**src/rtl/rtc_display_sched_pkg.sv**
```systemverilog
// Shared types and constants for the RTC display scheduler: state encoding,
// default sizing and the bus address of each display field.
package rtc_disp_pkg;

    localparam int NUM_FIELDS_DEF  = 9;
    localparam int ACK_TIMEOUT_DEF = 31;

    localparam logic [3:0] FLD_HOUR  = 4'd0;
    localparam logic [3:0] FLD_MIN   = 4'd1;
    localparam logic [3:0] FLD_SEC   = 4'd2;
    localparam logic [3:0] FLD_DAY   = 4'd3;
    localparam logic [3:0] FLD_MON   = 4'd4;
    localparam logic [3:0] FLD_YEAR  = 4'd5;
    localparam logic [3:0] FLD_THOUR = 4'd6;
    localparam logic [3:0] FLD_TMIN  = 4'd7;
    localparam logic [3:0] FLD_TSEC  = 4'd8;

    typedef enum logic [1:0] {
        ST_IDLE,
        ST_WR_BUS,
        ST_RD_BUS,
        ST_RD_NEXT
    } sched_state_e;

endpackage

```
**src/rtl/rtc_display_sched_if.sv**
```systemverilog
// Time-register bus shared by the user-edit path and the display refresh scan.
// The scheduler is the master; the time-register block is the slave.
interface rtc_display_sched_if;

    logic       req;
    logic       we;
    logic [3:0] addr;
    logic [7:0] wdata;
    logic       ack;
    logic [7:0] rdata;

    modport master (output req, we, addr, wdata, input ack, rdata);
    modport slave  (input req, we, addr, wdata, output ack, rdata);

endinterface

```
**src/rtl/rtc_display_sched_shadow_regs.sv**
```systemverilog
// Shadow copy of the display fields, refreshed by the scan and read by the
// text overlay through a registered field-select port.
module rtc_shadow_regs
    import rtc_disp_pkg::*;
#(
    parameter int NUM_FIELDS = NUM_FIELDS_DEF
) (
    input  logic       clk_i,
    input  logic       rst_ni,
    input  logic       wr_en_i,
    input  logic [3:0] wr_idx_i,
    input  logic [7:0] wr_data_i,
    input  logic [3:0] field_sel_i,
    output logic [3:0] dig0_o,
    output logic [3:0] dig1_o
);

    logic [7:0] shadow_q [NUM_FIELDS];
    logic [7:0] rd_d;
    logic [7:0] rd_q;

    // Selects outside the field range read as blank "00" rather than aliasing.
    always_comb begin
        rd_d = '0;
        if (int'(field_sel_i) < NUM_FIELDS) begin
            rd_d = shadow_q[field_sel_i];
        end
    end

    always_ff @(posedge clk_i or negedge rst_ni) begin
        if (!rst_ni) begin
            for (int i = 0; i < NUM_FIELDS; i++) begin
                shadow_q[i] <= '0;
            end
            rd_q <= '0;
        end else begin
            if (wr_en_i && (int'(wr_idx_i) < NUM_FIELDS)) begin
                shadow_q[wr_idx_i] <= wr_data_i;
            end
            rd_q <= rd_d;
        end
    end

    assign dig0_o = rd_q[7:4];
    assign dig1_o = rd_q[3:0];

endmodule

```
**src/rtl/rtc_display_sched.sv**
```systemverilog
// Arbitrates the time-register bus between user writes and the per-frame
// refresh scan that fills the display shadow file.
module rtc_display_sched
    import rtc_disp_pkg::*;
#(
    parameter int NUM_FIELDS  = NUM_FIELDS_DEF,
    parameter int ACK_TIMEOUT = ACK_TIMEOUT_DEF
) (
    input  logic                       clk_i,
    input  logic                       rst_ni,
    input  logic                       vsync_start_i,
    input  logic                       wr_req_i,
    input  logic [3:0]                 wr_addr_i,
    input  logic [7:0]                 wr_data_i,
    output logic                       wr_done_o,
    rtc_display_sched_if.master        bus,
    input  logic [3:0]                 field_sel_i,
    output logic [3:0]                 dig0_o,
    output logic [3:0]                 dig1_o,
    output logic                       busy_o,
    output logic                       timeout_err_o
);

    localparam logic [3:0] LAST_IDX     = 4'(NUM_FIELDS - 1);
    localparam logic [4:0] TIMEOUT_LAST = 5'(ACK_TIMEOUT - 1);

    sched_state_e state_q;
    logic [3:0]   idx_q;
    logic [3:0]   idx_d;
    logic [4:0]   wait_cnt_q;
    logic         scan_pend_q;
    logic         suspended_q;
    logic         req_q;
    logic         we_q;
    logic [3:0]   addr_q;
    logic [7:0]   wdata_q;
    logic         wr_done_q;
    logic         busy_q;
    logic         timeout_err_q;
    logic         timed_out;
    logic         shadow_we;

    // idx is already advanced past the field read before a suspending write,
    // so the resume pass through RD_NEXT must reuse it instead of stepping again.
    assign idx_d     = suspended_q ? idx_q : idx_q + 4'd1;
    assign timed_out = (wait_cnt_q == TIMEOUT_LAST);
    assign shadow_we = (state_q == ST_RD_BUS) && req_q && bus.ack;

    always_ff @(posedge clk_i or negedge rst_ni) begin
        if (!rst_ni) begin
            state_q       <= ST_IDLE;
            idx_q         <= '0;
            wait_cnt_q    <= '0;
            scan_pend_q   <= 1'b0;
            suspended_q   <= 1'b0;
            req_q         <= 1'b0;
            we_q          <= 1'b0;
            addr_q        <= '0;
            wdata_q       <= '0;
            wr_done_q     <= 1'b0;
            busy_q        <= 1'b0;
            timeout_err_q <= 1'b0;
        end else begin
            wr_done_q   <= 1'b0;
            scan_pend_q <= scan_pend_q | vsync_start_i;
            case (state_q)
                ST_IDLE: begin
                    if (wr_req_i) begin
                        state_q     <= ST_WR_BUS;
                        busy_q      <= 1'b1;
                        req_q       <= 1'b1;
                        we_q        <= 1'b1;
                        addr_q      <= wr_addr_i;
                        wdata_q     <= wr_data_i;
                        wait_cnt_q  <= '0;
                        suspended_q <= 1'b0;
                    end else if (scan_pend_q) begin
                        state_q     <= ST_RD_BUS;
                        scan_pend_q <= vsync_start_i;
                        busy_q      <= 1'b1;
                        req_q       <= 1'b1;
                        we_q        <= 1'b0;
                        addr_q      <= '0;
                        idx_q       <= '0;
                        wait_cnt_q  <= '0;
                    end
                end
                ST_WR_BUS: begin
                    if (bus.ack || timed_out) begin
                        if (!bus.ack) begin
                            timeout_err_q <= 1'b1;
                        end
                        req_q     <= 1'b0;
                        wr_done_q <= 1'b1;
                        if (suspended_q) begin
                            state_q <= ST_RD_NEXT;
                        end else begin
                            state_q <= ST_IDLE;
                            busy_q  <= 1'b0;
                        end
                    end else begin
                        wait_cnt_q <= wait_cnt_q + 5'd1;
                    end
                end
                ST_RD_BUS: begin
                    if (bus.ack || timed_out) begin
                        if (!bus.ack) begin
                            timeout_err_q <= 1'b1;
                        end
                        req_q   <= 1'b0;
                        state_q <= ST_RD_NEXT;
                    end else begin
                        wait_cnt_q <= wait_cnt_q + 5'd1;
                    end
                end
                ST_RD_NEXT: begin
                    if (!suspended_q && (idx_q == LAST_IDX)) begin
                        state_q <= ST_IDLE;
                        busy_q  <= 1'b0;
                    end else begin
                        idx_q      <= idx_d;
                        req_q      <= 1'b1;
                        wait_cnt_q <= '0;
                        if (wr_req_i) begin
                            state_q     <= ST_WR_BUS;
                            suspended_q <= 1'b1;
                            we_q        <= 1'b1;
                            addr_q      <= wr_addr_i;
                            wdata_q     <= wr_data_i;
                        end else begin
                            state_q     <= ST_RD_BUS;
                            suspended_q <= 1'b0;
                            we_q        <= 1'b0;
                            addr_q      <= idx_d;
                        end
                    end
                end
                default: begin
                    state_q <= ST_IDLE;
                    busy_q  <= 1'b0;
                    req_q   <= 1'b0;
                end
            endcase
        end
    end

    assign bus.req       = req_q;
    assign bus.we        = we_q;
    assign bus.addr      = addr_q;
    assign bus.wdata     = wdata_q;
    assign wr_done_o     = wr_done_q;
    assign busy_o        = busy_q;
    assign timeout_err_o = timeout_err_q;

    rtc_shadow_regs #(
        .NUM_FIELDS(NUM_FIELDS)
    ) u_shadow (
        .clk_i       (clk_i),
        .rst_ni      (rst_ni),
        .wr_en_i     (shadow_we),
        .wr_idx_i    (idx_q),
        .wr_data_i   (bus.rdata),
        .field_sel_i (field_sel_i),
        .dig0_o      (dig0_o),
        .dig1_o      (dig1_o)
    );

endmodule

```
**src/flat_wrapper.sv**
```systemverilog
// flat-port wrapper written by rule: the top's interface ports become plain ports
module rtc_display_sched_flat import rtc_disp_pkg::*;
#(
    parameter int NUM_FIELDS  = NUM_FIELDS_DEF,
    parameter int ACK_TIMEOUT = ACK_TIMEOUT_DEF
)
  (clk_i, rst_ni, vsync_start_i, wr_req_i, wr_addr_i, wr_data_i, wr_done_o, field_sel_i, dig0_o, dig1_o, busy_o, timeout_err_o, bus_req, bus_we, bus_addr, bus_wdata, bus_ack, bus_rdata);
  rtc_display_sched_if bus_i ();
  input  logic clk_i;
  input  logic rst_ni;
  input  logic vsync_start_i;
  input  logic wr_req_i;
  input  logic [3:0] wr_addr_i;
  input  logic [7:0] wr_data_i;
  output logic wr_done_o;
  input  logic [3:0] field_sel_i;
  output logic [3:0] dig0_o;
  output logic [3:0] dig1_o;
  output logic busy_o;
  output logic timeout_err_o;
  output wire logic [$bits(bus_i.req)-1:0] bus_req;
  output wire logic [$bits(bus_i.we)-1:0] bus_we;
  output wire logic [$bits(bus_i.addr)-1:0] bus_addr;
  output wire logic [$bits(bus_i.wdata)-1:0] bus_wdata;
  input wire logic [$bits(bus_i.ack)-1:0] bus_ack;
  input wire logic [$bits(bus_i.rdata)-1:0] bus_rdata;
  assign bus_req = bus_i.req;
  assign bus_we = bus_i.we;
  assign bus_addr = bus_i.addr;
  assign bus_wdata = bus_i.wdata;
  assign bus_i.ack = bus_ack;
  assign bus_i.rdata = bus_rdata;
  rtc_display_sched #(.NUM_FIELDS(NUM_FIELDS), .ACK_TIMEOUT(ACK_TIMEOUT)) u_core (.clk_i(clk_i), .rst_ni(rst_ni), .vsync_start_i(vsync_start_i), .wr_req_i(wr_req_i), .wr_addr_i(wr_addr_i), .wr_data_i(wr_data_i), .wr_done_o(wr_done_o), .bus(bus_i), .field_sel_i(field_sel_i), .dig0_o(dig0_o), .dig1_o(dig1_o), .busy_o(busy_o), .timeout_err_o(timeout_err_o));
endmodule
```
**config.mk**
```make
export PLATFORM = sky130hd
export DESIGN_NAME = rtc_display_sched_flat
export DESIGN_NICKNAME = d
export VERILOG_FILES = /design/src/rtl/rtc_display_sched_pkg.sv /design/src/rtl/rtc_display_sched_if.sv /design/src/rtl/rtc_display_sched_shadow_regs.sv /design/src/rtl/rtc_display_sched.sv /design/src/flat_wrapper.sv
export SDC_FILE = /design/constraint.sdc
export NUM_CORES = 1
export LEC_CHECK = 0
export ABC_CLOCK_PERIOD_IN_PS = 2600
export BUFFER_PORTS_ARGS = -buffer_cell sky130_fd_sc_hd__buf_4
export CORE_MARGIN = 4
export CORE_UTILIZATION = 55
export DETAILED_ROUTE_END_ITERATION = 10
export PLACE_DENSITY_LB_ADDON = 0.1
export REMOVE_ABC_BUFFERS = 1
export SYNTH_ARGS = -nofsm -noshare
export SYNTH_HDL_FRONTEND = slang
export SYNTH_SLANG_ARGS = --single-unit
```
**constraint.sdc**
```tcl
create_clock -name clk_i -period 2.6 [get_ports clk_i]
set_input_delay 0.52 -clock clk_i [delete_from_list [all_inputs] [get_ports clk_i]]
set_output_delay 0.52 -clock clk_i [all_outputs]
set_load 0.03 [all_outputs]
```
==> metrics <==
Arrival @ worst endpoint=~2.5 ns; Worst setup EP type=flip-flop; port bufs=53; hold_buf cts=0; CP startpoint kind=flip-flop; clk_lat worst skew=roughly 0.37 ns; WP buf/inv=1; cell accounting for the most synthesized area=dfrtp_1; IO Pins=54; top_reg_cell synth=dfrtp_1; Final setup viols=0; warnings from Yosys=0; Max H-tree Level=3; largest net degree at the start of global routing=about 50; CP max-delay cell=and2_1; Final min period=about 2.3 ns; DRT antenna net count=0; Antenna diodes=0; DR pass1 iterations=4; vias per cell=about 5.6; maxcap violations=0; grt peak-use layer=met2; initial antenna violation count=0; number of global-route vias before repair=between 3000 and 4000; die height=around 110 microns; Post-Route WL=approximately 10 mm; syn avg cell area=roughly 14 sq um; Die Width=106 microns; All-Layer GR Usage=around a fifth; Tightest Hold Check Type=in2async; P_leak=2.85 nW; HPWL Detailed=~7.3 mm; period utilization=between 80% and 90%; Post-synth EDFFs=0; synth unique cells=57; fraction of layout cells with a size suffix above 1=approximately 44%; Yosys top cell area share=52.4%; unrepaired setup endpoints after global routing=no; Syn Inst Count=a little under 400; delay-heaviest family, CP=simple AND/OR/NAND/NOR gates; post-CTS sizing=0; nets=481; clk slew on worst S/H paths=0.10 ns; CTS tree=yes; CTS root buf=clkbuf_8; CP Max Fanout=8; count leader, synth=dfrtp_1; worst clock skew=0.0112 ns; final count of hold timing violations=0; VDD IR max=0.578 mV; core region area=9280 sq um; Worst path max stage delay=about 0.44 ns; final slew viol count=0; grt met1 use=27.1%; sequential element share of the synthesized area=52.4%; critical path data required time=between 2 and 3 ns; met3 Use GR=between 4 and 5%; Die Area=about 11000 sq um; clock buffer count from CTS=9; Layout area overhead=14.1%; Max Fclk=444 MHz; Max-Slew Margin vs Limit=56.6%; met2 usage=between 30% and 40%; Avg WL per Cell=between 15 and 20 microns; Post-synth ARST share=100%; post-synth design cell area=between 5000 and 6000 sq um; row count=35; overall power=just over 5 mW; Starting DRT DRC Count=110; post-CTS setup buffer count=0; power density cells=approximately 860 nW/um^2; CP cell instances=inv_1, ha_1, nand3_1, nor3_1, and2_1, mux2_2; first-pass GRT wire length=about 18 mm; #FFs+latches synth=110; # clock sinks=110; TNS Setup=0 ns; Vias=3234; Fill cells=between 700 and 800; synth cell count leaders=110 x dfrtp_1, 87 x mux2_2, 21 x nand2_1; GPL Wtd Cong=between 0.7 and 0.8; drt drc=0; Starting Density=a little under three fifths; Worst-Margin Slew=approximately 0.65 ns; GRT overflow=0; status=complete, no violations; ranking of synthesized cells by area=dfrtp_1 52%, mux2_2 19%, mux4_2 3.9%; CTS max path bufs=2; CP Class=reg2reg
==> per-layer routing <==
metal | share of wire, % | wire (microns)
met1 | 45 | 4710
met2 | 50 | 5140
met3 | 4.0 | 413
met4 | 1.1 | 110
met5 | 0 | 0
==> path summary, 6_finish.rpt <==
| check | end | depth (start not counted) | startpoint | slack, ns |
|---|---|---|---|---|
| max | u_core.u_shadow.shadow_q[69] | 6 | u_core.state_q[0] | 0.35 |
| min | u_core.u_shadow.shadow_q[37] | 1 | rst_ni | 0.18 |
| max reg2reg | u_core.u_shadow.shadow_q[69] | 6 | u_core.state_q[0] | 0.35 |
| min reg2reg | u_core.u_shadow.rd_q[3] | 2 | u_core.u_shadow.shadow_q[3] | 0.49 |
| max in group asynchronous | u_core.u_shadow.shadow_q[46] | 2 | rst_ni | 1.77 |
| min in group clk_i | u_core.scan_pend_q | 2 | vsync_start_i | 0.33 |
==> cell type report <==
| cell class | count | area [sq um] | area share (%) |
|---|---|---|---|
| multi-input cells | 247 | 2350 | 39.2 |
| flip-flops and latches | 110 | 2750 | 45.9 |
| inverters | 14 | 52.6 | 0.877 |
| clock inverters | 5 | 81.3 | 1.36 |
| well taps | 129 | 161 | 2.69 |
| clock buffers | 11 | 151 | 2.53 |
| repair buffers | 58 | 448 | 7.47 |
==> registers in the layout, summed over array words and instances (netlist names) <==
register / count
u_core.idx_q: 4
u_core.bus.we: 1
u_core.scan_pend_q: 1
u_core.state_q: 2
u_core.wait_cnt_q: 5
u_core.u_shadow.shadow_q: 72
u_core.bus.addr: 4
u_core.suspended_q: 1
u_core.bus.wdata: 8
u_core.busy_o: 1
u_core.u_shadow.rd_q: 8
u_core.timeout_err_o: 1
u_core.wr_done_o: 1
u_core.bus.req: 1
==> cells in the final DEF (no fill, tap or decap), types with 2 or more instances in the layout <==
| cell | instances |
|---|---|
| a21o_1 | 2 |
| a21oi_1 | 7 |
| a31oi_1 | 2 |
| and2_1 | 5 |
| buf_4 | 57 |
| bufinv_16 | 2 |
| clkbuf_8 | 11 |
| dfrtp_1 | 110 |
| ha_1 | 12 |
| inv_1 | 13 |
| mux2_2 | 87 |
| mux2_4 | 8 |
| mux2i_1 | 4 |
| mux4_2 | 9 |
| nand2_1 | 21 |
| nand2_2 | 4 |
| nand2b_1 | 4 |
| nand3_1 | 5 |
| nand4b_1 | 2 |
| nor2_1 | 8 |
| nor2b_1 | 8 |
| nor3_1 | 2 |
| o211ai_1 | 2 |
| o21ai_0 | 8 |
| o22a_1 | 2 |
| o22ai_1 | 7 |
| o31ai_1 | 8 |
| o41ai_1 | 2 |
| xnor2_1 | 3 |
==> logic make-up after synthesis <==
kind of cell    share of synthesized area (%)
xor+xnor                                0.500
mux                                      25.8
flops                                    52.4
fa+ha+maj                                2.86
simple gates                             8.10
compound gates                           7.45
buf+inv                                  2.95
==> per-stage QoR <==
stage | instance area [sq um] | setup WS, ns | instances | hold slack [ns] | util (%)
2_1_floorplan | 5150 | 0.676 | 371 | 0.224 | -
3_3_place_gp | 5760 | 0.398 | 558 | 0.451 | 62.1
3_5_place_dp | 5760 | 0.361 | 558 | 0.465 | 62.1
4_1_cts | 5990 | 0.344 | 574 | 0.189 | 64.6
5_1_grt | 5990 | 0.168 | 574 | 0.217 | 64.6
6_report | 5990 | 0.349 | 574 | 0.177 | 64.6
==> where the power goes <==
group	leakage, nW	internal [mW]	switching [mW]
registers	1.46	2.06	0.223
clock network	0.116	0.595	0.556
logic	1.28	0.807	0.912
==> worst reg2reg max path: stages, from the launching register on <==
cell	delay [ns]
dfrtp_1	0.42
inv_1	0.12
ha_1	0.23
nand3_1	0.22
nor3_1	0.33
and2_1	0.44
mux2_2	0.39
Power figures use the tool's default switching activity.
